File: config.mk
export PLATFORM = sky130hd
export DESIGN_NAME = red_pitaya_daisy_rx_align
export DESIGN_NICKNAME = d
export VERILOG_FILES = /design/src/rtl/daisy_pkg.sv /design/src/rtl/red_pitaya_daisy_rx_gearbox.sv /design/src/rtl/red_pitaya_daisy_rx_align.sv
export SDC_FILE = /design/constraint.sdc
export NUM_CORES = 1
export LEC_CHECK = 0
export CORE_UTILIZATION = 55
export CTS_CLUSTER_SIZE = 25
export DETAILED_ROUTE_END_ITERATION = 7
export PLACE_DENSITY = 0.9
export SYNTH_ARGS = -nofsm -noshare
export SYNTH_HDL_FRONTEND = slang
export SYNTH_SLANG_ARGS = --single-unit
File: constraint.sdc
create_clock -name clk_i -period 3.35 [get_ports clk_i]
set_input_delay 0.67 -clock clk_i [delete_from_list [all_inputs] [get_ports clk_i]]
set_output_delay 0.67 -clock clk_i [all_outputs]
set_load 0.01 [all_outputs]
File: src/rtl/daisy_pkg.sv
// Daisy-chain receiver shared definitions.
package daisy_pkg;

  typedef enum logic [2:0] {
    ST_OFF,
    ST_HUNT,
    ST_SETTLE,
    ST_CHECK,
    ST_LOCKED,
    ST_FAIL
  } daisy_state_e;

  localparam logic [15:0] DAISY_TRAIN_PAT   = 16'h00FF;
  localparam int unsigned DAISY_SYNC_STAGES = 2;

endpackage

File: src/rtl/red_pitaya_daisy_rx_gearbox.sv
// Slice-to-word gearbox with a slice-slip input that delays the word boundary by one slice.
module red_pitaya_daisy_rx_gearbox #(
  parameter int unsigned DW = 4,
  parameter int unsigned NS = 4
) (
  input  logic             clk_i,
  input  logic             rstn_i,
  input  logic [DW-1:0]    slc_dat_i,
  input  logic             slip_i,
  output logic [DW*NS-1:0] word_o,
  output logic             wv_o
);

  localparam int unsigned WW = DW*NS;
  localparam int unsigned HW = DW*(NS-1);
  localparam int unsigned PW = (NS > 1) ? $clog2(NS) : 1;

  logic [HW-1:0] r_hist;
  logic [PW-1:0] r_ph;
  logic [WW-1:0] r_word;
  logic          r_wv;
  logic [WW-1:0] w_cat;
  logic          w_last;

  always_comb begin
    w_cat  = {slc_dat_i, r_hist};
    w_last = (r_ph == PW'(NS-1));
  end

  always_ff @(posedge clk_i or negedge rstn_i) begin
    if (!rstn_i) begin
      r_hist <= '0;
      r_ph   <= '0;
      r_word <= '0;
      r_wv   <= 1'b0;
    end else begin
      r_hist <= w_cat[WW-1:DW];
      r_wv   <= w_last;
      if (w_last) begin
        r_word <= w_cat;
      end
      if (!slip_i) begin
        r_ph <= w_last ? '0 : r_ph + PW'(1);
      end
    end
  end

  assign word_o = r_word;
  assign wv_o   = r_wv;

endmodule

File: src/rtl/red_pitaya_daisy_rx_align.sv
// Daisy-chain receiver word alignment and link training.
module red_pitaya_daisy_rx_align
  import daisy_pkg::*;
#(
  parameter int unsigned          DW        = 4,
  parameter int unsigned          NS        = 4,
  parameter logic [DW*NS-1:0]     TRAIN_PAT = (DW*NS)'(DAISY_TRAIN_PAT),
  parameter int unsigned          SETTLE    = 8,
  parameter int unsigned          LOCK_N    = 4,
  parameter int unsigned          UNLOCK_N  = 4,
  parameter int unsigned          MAX_TRY   = 2*DW*NS
) (
  input  logic             clk_i,
  input  logic             rstn_i,
  input  logic             cfg_en_i,
  input  logic             cfg_train_i,
  input  logic [DW-1:0]    slc_dat_i,
  output logic             bitslip_o,
  output logic             par_dv_o,
  output logic [DW*NS-1:0] par_dat_o,
  output logic             sts_locked_o,
  output logic             sts_fail_o,
  output logic [15:0]      sts_err_cnt_o,
  output logic [7:0]       sts_slip_cnt_o
);

  localparam int unsigned WW = DW*NS;
  localparam int unsigned TW = $clog2(MAX_TRY+1);
  localparam int unsigned GW = $clog2(LOCK_N+1);
  localparam int unsigned BW = $clog2(UNLOCK_N+1);
  localparam int unsigned SW = (DW > 1) ? $clog2(DW) : 1;
  localparam int unsigned YS = DAISY_SYNC_STAGES;

  logic [YS-1:0] r_en_sync;
  logic [YS-1:0] r_train_sync;
  logic          w_en;
  logic          w_train;

  daisy_state_e  r_state;
  logic          r_bitslip;
  logic          r_sslip;
  logic          r_locked;
  logic          r_fail;
  logic [TW-1:0] r_try;
  logic [SW-1:0] r_sub;
  logic [7:0]    r_slip_cnt;
  logic [15:0]   r_err_cnt;
  logic [GW-1:0] r_good;
  logic [BW-1:0] r_bad;
  logic [7:0]    r_settle;

  logic [WW-1:0] w_word;
  logic          w_wv;
  logic          w_match;
  logic          w_timeout;
  logic          w_sub_wrap;
  logic          w_slip;

  red_pitaya_daisy_rx_gearbox #(
    .DW (DW),
    .NS (NS)
  ) u_gearbox (
    .clk_i     (clk_i),
    .rstn_i    (rstn_i),
    .slc_dat_i (slc_dat_i),
    .slip_i    (r_sslip),
    .word_o    (w_word),
    .wv_o      (w_wv)
  );

  always_ff @(posedge clk_i or negedge rstn_i) begin
    if (!rstn_i) begin
      r_en_sync    <= '0;
      r_train_sync <= '0;
    end else begin
      r_en_sync    <= {r_en_sync[YS-2:0], cfg_en_i};
      r_train_sync <= {r_train_sync[YS-2:0], cfg_train_i};
    end
  end

  always_comb begin
    w_en       = r_en_sync[YS-1];
    w_train    = r_train_sync[YS-1];
    w_match    = (w_word == TRAIN_PAT);
    w_timeout  = (r_try == TW'(MAX_TRY-1));
    w_sub_wrap = (r_sub == SW'(DW-1));
    w_slip     = w_wv && w_train && !w_match &&
                 ((r_state == ST_HUNT) || (r_state == ST_CHECK));
  end

  always_ff @(posedge clk_i or negedge rstn_i) begin
    if (!rstn_i) begin
      r_state    <= ST_OFF;
      r_bitslip  <= 1'b0;
      r_sslip    <= 1'b0;
      r_locked   <= 1'b0;
      r_fail     <= 1'b0;
      r_try      <= '0;
      r_sub      <= '0;
      r_slip_cnt <= '0;
      r_err_cnt  <= '0;
      r_good     <= '0;
      r_bad      <= '0;
      r_settle   <= '0;
    end else begin
      r_bitslip <= 1'b0;
      r_sslip   <= 1'b0;
      if (!w_en) begin
        r_state    <= ST_OFF;
        r_locked   <= 1'b0;
        r_fail     <= 1'b0;
        r_try      <= '0;
        r_sub      <= '0;
        r_slip_cnt <= '0;
        r_err_cnt  <= '0;
        r_good     <= '0;
        r_bad      <= '0;
        r_settle   <= '0;
      end else begin
        unique case (r_state)
          ST_OFF: begin
            r_locked   <= 1'b0;
            r_try      <= '0;
            r_sub      <= '0;
            r_slip_cnt <= '0;
            r_err_cnt  <= '0;
            r_good     <= '0;
            r_bad      <= '0;
            r_settle   <= '0;
            if (w_train) begin
              r_fail  <= 1'b0;
              r_state <= ST_HUNT;
            end
          end
          ST_HUNT: begin
            if (!w_train) begin
              r_state <= ST_OFF;
            end else if (w_wv) begin
              if (w_match) begin
                r_good  <= GW'(1);
                r_state <= ST_CHECK;
              end else begin
                r_state <= w_timeout ? ST_FAIL : ST_SETTLE;
                r_fail  <= w_timeout;
              end
            end
          end
          ST_SETTLE: begin
            if (!w_train) begin
              r_state <= ST_OFF;
            end else if (r_settle == 8'(SETTLE-1)) begin
              r_state <= ST_HUNT;
            end else begin
              r_settle <= r_settle + 8'd1;
            end
          end
          ST_CHECK: begin
            if (!w_train) begin
              r_state <= ST_OFF;
            end else if (w_wv) begin
              if (w_match) begin
                r_good <= r_good + GW'(1);
                if (r_good == GW'(LOCK_N-1)) begin
                  r_state  <= ST_LOCKED;
                  r_locked <= 1'b1;
                end
              end else begin
                r_good  <= '0;
                r_state <= w_timeout ? ST_FAIL : ST_SETTLE;
                r_fail  <= w_timeout;
              end
            end
          end
          ST_LOCKED: begin
            if (w_train && w_wv) begin
              if (w_match) begin
                r_bad <= '0;
              end else begin
                if (r_err_cnt != '1) begin
                  r_err_cnt <= r_err_cnt + 16'd1;
                end
                if (r_bad == BW'(UNLOCK_N-1)) begin
                  r_state  <= ST_HUNT;
                  r_locked <= 1'b0;
                  r_try    <= '0;
                  r_sub    <= '0;
                  r_good   <= '0;
                  r_bad    <= '0;
                end else begin
                  r_bad <= r_bad + BW'(1);
                end
              end
            end
          end
          ST_FAIL: begin
            if (!w_train) begin
              r_state <= ST_OFF;
            end
          end
          default: r_state <= ST_OFF;
        endcase

        // Slip side effects shared by HUNT and CHECK mismatches; state choice is made in the case above.
        if (w_slip) begin
          r_bitslip <= 1'b1;
          r_sslip   <= w_sub_wrap;
          r_sub     <= w_sub_wrap ? '0 : r_sub + SW'(1);
          r_try     <= r_try + TW'(1);
          r_settle  <= '0;
          if (r_slip_cnt != '1) begin
            r_slip_cnt <= r_slip_cnt + 8'd1;
          end
        end
      end
    end
  end

  assign bitslip_o      = r_bitslip;
  assign par_dv_o       = w_wv && (r_state == ST_LOCKED) && !w_train;
  assign par_dat_o      = w_word;
  assign sts_locked_o   = r_locked;
  assign sts_fail_o     = r_fail;
  assign sts_err_cnt_o  = r_err_cnt;
  assign sts_slip_cnt_o = r_slip_cnt;

endmodule

## Yosys cells after proc, flatten, opt, wreduce, memory -nomap -nowiden

Index checks and enable logic that the tools add are counted.

| cells by class | value |
|---|---|
| reductions and logical operators | 18 |
| multiplexer cells | 80 |
| add/subtract/negate cells | 8 |
| eq/ne operators | 45 |

Operators with widths:

| kind | count |
|---|---|
| two-way mux 3 bit | 30 |
| two-way mux 16 bit | 4 |
| two-way mux 8 bit | 8 |
| != test 3 bit, second input constant | 11 |
| one-hot mux 16 bit (2 select lines) | 1 |
| two-way mux 6 bit | 5 |
| != test 4 bit, second input constant | 6 |
| != test 3 x 2 -> 1 bit, second input constant | 6 |
| one-hot mux 3 bit (6 select lines) | 1 |
| AND reduction 9 bit | 2 |
| two-way mux 1 bit | 17 |
| adder 16 x 1 -> 16 bit, second input constant | 1 |
| adder 8 x 1 -> 8 bit, second input constant | 2 |
| equality test 16 x 8 -> 1 bit, second input constant | 1 |
| != test 16 bit, second input constant | 1 |
| one-hot mux 8 bit (2 select lines) | 1 |
| two-way mux 2 bit | 7 |
| equality test 3 x 2 -> 1 bit, second input constant | 4 |
| != test 4 x 1 -> 1 bit, second input constant | 3 |
| one-hot mux 3 bit (4 select lines) | 1 |
| one-hot mux 6 bit (2 select lines) | 1 |
| equality test 8 x 3 -> 1 bit, second input constant | 1 |
| != test 4 x 3 -> 1 bit, second input constant | 2 |
| != test 8 bit, second input constant | 1 |
| other kinds (24) | 34 |

| storage, ports and cells | value |
|---|---|
| output and inout bits | 44 |
| input bits | 8 |
| register bits | 88 |
| word-level logic and storage cells | 169 |

## Longest topological paths before layout

| logic depth | value |
|---|---|
| word-level depth | 7 |
| depth in mapped cells | 8 |
| mapped depth without buffers | 7 |

## Modules after synthesis

From an unflattened synthesis, not the netlist that was laid out.

| unflattened totals | value |
|---|---|
| cell total of the unflattened synthesis | 401 |
| area total of the unflattened synthesis | 4307.9 µm² |

Modules (own cells, without submodules):

| module | cells an instance | seq. area each (µm²) | area an instance (µm²) | times used |
|---|---|---|---|---|
| red_pitaya_daisy_rx_align | 347 | 1426.4 | 3238.1 | 1 |
| red_pitaya_daisy_rx_gearbox | 54 | 775.7 | 1069.8 | 1 |

## Least setup slack after synthesis

Ideal clock, no wire load.

| timing | value |
|---|---|
| path type | register -> register |
| start point | register r_settle[4] |
| end point | register r_state[1] |
| setup time | 0.104 ns |
| path slack | 1.019 ns |
| arrival time | 2.228 ns |
| buffers on the path | 0 |
| clock period less this slack | 2.331 ns |
| cell stages (with the launch flop) | 7 |
| cell sequence | dfrtp_1 -> or4_4 -> o311a_4 -> a2111oi_4 -> a21oi_2 -> or4_1 -> o311ai_1 |

| between the ends | value |
|---|---|
| cells in the longest elaborated chain, start to end | 3 |

RTL lines:

| item | RTL line | text |
|---|---|---|
| from (decl) | red_pitaya_daisy_rx_align.sv:50 | `logic [7:0] r_settle;` |
| from (signal assigned) | red_pitaya_daisy_rx_align.sv:154 | `r_settle <= r_settle + 8'd1;` |
| equality test 8 x 3 -> 1 bit | red_pitaya_daisy_rx_align.sv:151 | `end else if (r_settle == 8'(SETTLE-1)) begin` |
| != test 4 bit (no line) | - |  |
| AND reduction 9 bit (no line) | - |  |
| to (signal assigned) | red_pitaya_daisy_rx_align.sv:143 | `r_state <= w_timeout ? ST_FAIL : ST_SETTLE;` |
| to (signal assigned) | red_pitaya_daisy_rx_align.sv:169 | `r_state <= w_timeout ? ST_FAIL : ST_SETTLE;` |
| to (decl) | red_pitaya_daisy_rx_align.sv:39 | `daisy_state_e r_state;` |

No other way between the ends.
A chain may end at the register's enable or synchronous reset.

## Worst setup path after layout

| timing | value |
|---|---|
| start point | register r_state[1] |
| end point | output par_dv_o |

| between the ends | value |
|---|---|
| cells in the longest elaborated chain, start to end | 3 |

RTL lines:

| item | RTL line | text |
|---|---|---|
| equality test 3 bit | red_pitaya_daisy_rx_align.sv:219 | `assign par_dv_o = w_wv && (r_state == ST_LOCKED) && !w_train;` |
| logical AND 1 bit (2 in series) | red_pitaya_daisy_rx_align.sv:219 |  |
| to (decl) | red_pitaya_daisy_rx_align.sv:19 | `output logic par_dv_o,` |

No other way between the ends.

==> results.cfg <==
[routing]
remaining_drc_errors = 0
num_vias = 3318
detail_route.wl_per_cell_um = 16.4
drtPass1Iterations = 5
vias_per_cell = 6.08
ant_nets = 0
drtIter0Drc = 250
routed_wl_mm = 8.95

[clocking]
cts_setup_buffers = 0
hold_buffers = 0
h-tree-depth = 3
cts_tree = built
cts_sinks = 88
cts_made_buffers = 9
cts_resized = 0
cts_buffer_depth = 2
clk_pin_slew_ps = 90
clock_latency_ps = 360
clockRootBuffer = clkbuf_8

[synthesis]
avgSynthCellArea_um2 = 10.6
syn_area_um2 = 4160
yosys.area.top_type = dfrtp_1
syn_nets = 409
ys_seq_area_share_pct = 52.9
synthArstFlopShare_pct = 100
synth_top_area_share_pct = 52.9
synth_edf_count = 0
ys_types = 55
synth_ff_type = dfrtp_1
netlist_instances = 392
synth-warning-count = 0
synth_area_leaders = dfrtp_1 (53%), mux2_2 (5.4%), nand2_1 (3.9%), o21ai_0 (2.8%), ha_1 (2.7%)
ys_ff_latch = 88

[global_routing]
grt_use_total_pct = 24.3
first_global_vias = 3217
grt_max_degree = 89
antenna_found_initial = 0
grt_pass1_wl_mm = 14.6
grt_overflow = 0

[timing]
hold_viol = 0
period_needed_ps = 2720
fin_crit_sh_pct = 81.2
max_freq_ghz = 0.368
setup_tns_ps = 0
rsz0062_at_grt = no
relSlewSlack_pct = 28.7
worst_pin_slew_ps = 1070
clock_skew_ps = 11.5
setup_viol = 0
maxSlewViolCount = 0

[die]
coreArea_um2 = 7290
die_h_um = 89.0
start_util_pct = 57.1
std_cell_rows = 31
die_area_um2 = 7920
ios = 52
die_width_um = 89.0

[finish]
drive_gt1_share_pct = 11.4
synthToLayoutAreaGrowth_pct = 17.8
antenna_cells = 0
nets = 459
fin_area_um2 = 4900
nFillCells = 572

[setup_path]
slowest_delay_ps = 570
worstSetupEndpointType = output port
path_class = reg2out
cp_num_buf_inv = 1
cp_slowest_cell = dfrtp_1
crit_path_start_kind = register
path_max_fanout = 15
critical_path.top_delay_family = simple AND/OR/NAND/NOR gates
arrival_ps = 2050
path_cells = nor2_1 -> and3_1 -> clkdlybuf4s50_1
crit_required_ps = 2680

[hold_path]
min_path_type = reg2reg

[status]
status = finished clean

[place]
port_buffers = 51
hpwl_mm = 6.23
dpl_cell_area_um2 = 4710
finalWeightedCongestion = 0.887

[pwr]
p_leak_nw = 2.10
ir_worst_vdd_v = 0.000370
power_density_nw_per_um2 = 452

[job]
cap_viol_max_count = 0
-- synth_stat cells, drive strengths merged, types with 10 or more instances --
library cell   n
dfrtp         88
nand2         43
nor2          27
o21ai         23
a21oi         21
mux2          20
and3          15
a31oi         12
nand3         12
inv           11
clkbuf        10
nor3          10
-- power breakdown --
part	switching [W]	leakage (nW)	internal, W
sequential	0.0000559	1.15	0.00110
clock	0.000415	0.0951	0.000290
combinational	0.000214	0.859	0.000140
-- registers in the layout, indices dropped and copies added (netlist names), 2 cells and up --
| signal | count |
|---|---|
| r_good | 3 |
| r_train_sync | 2 |
| r_settle | 8 |
| r_sub | 2 |
| r_bad | 3 |
| sts_slip_cnt_o | 8 |
| sts_err_cnt_o | 16 |
| r_state | 3 |
| u_gearbox.r_hist | 12 |
| u_gearbox.r_ph | 2 |
| u_gearbox.word_o | 16 |
| r_try | 6 |
| r_en_sync | 2 |
-- worst paths after layout --
kind | from | endpoint | slack [ps] | depth (start not counted)
setup / recovery | r_state[1]$_DFFE_PN0P_ | par_dv_o | 630 | 3
setup reg to reg | u_gearbox.word_o[10]$_DFFE_PN0P_ | r_good[0]$_DFFE_PN0P_ | 690 | 5
hold reg to reg | r_train_sync[0]$_DFF_PN0_ | r_train_sync[1]$_DFF_PN0_ | 350 | 0
hold / removal | r_train_sync[0]$_DFF_PN0_ | r_train_sync[1]$_DFF_PN0_ | 350 | 0
max in group asynchronous | rstn_i | r_bad[0]$_DFFE_PN0P_ | 2170 | 1
min in group asynchronous | rstn_i | sts_slip_cnt_o[3]$_DFF_PN0_ | 490 | 1
-- cell usage in the layout, fill, tap and decap left out, drive strengths merged, types with 8 or more instances in the layout --
master,n
nand4,9
a31oi,12
ha,9
mux2,20
nor2,27
o21ai,23
nand2,43
clkbuf,9
xor2,8
inv,17
nand3,12
nor3,10
and3,15
dfrtp,88
clkdlybuf4s50,50
a21oi,21
-- kinds of logic (layout without fill, tap and decap cells) --
kind of cell	count (synthesis)	count (layout)	share of synthesized area (%)
flops	88	88	52.9
compound gates	100	100	16.6
simple gates	143	143	17.5
fa+ha+maj	9	9	2.71
xor+xnor	8	8	1.68
mux	21	21	5.65
buf+inv	23	78	2.92
-- metal layers --
metal	GRT usage, %	part of all wire [%]
met1	29.3	42
met2	43.5	51
met3	4.62	4.8
met4	8.95	1.8
met5	0	0
-- through the flow --
step | std cells | util [%] | power, W | setup WS, ps | hold WS [ps]
6_report | 546 | 67.2 | 0.00222 | 631 | 354
5_1_grt | 546 | 67.2 | 0.00231 | 544 | 378
4_1_cts | 546 | 67.2 | 0.00222 | 662 | 356
3_5_place_dp | 530 | 64.6 | 0.00152 | 783 | 335
3_3_place_gp | 530 | 64.6 | 0.00150 | 911 | 334
2_1_floorplan | 392 | - | 0.00141 | 1020 | 331
-- cell type report --
| type | count | area (um2) | share of cell area, % |
|---|---|---|---|
| clock buffer | 9 | 124 | 2.53 |
| clock inverter | 7 | 65.1 | 1.33 |
| inverter | 11 | 41.3 | 0.842 |
| multi-input combinational | 281 | 1840 | 37.5 |
| sequential | 88 | 2200 | 44.9 |
| tap | 99 | 124 | 2.53 |
| timing repair buffer | 51 | 508 | 10.4 |
Note: power is estimated with default switching activity, not from simulation.
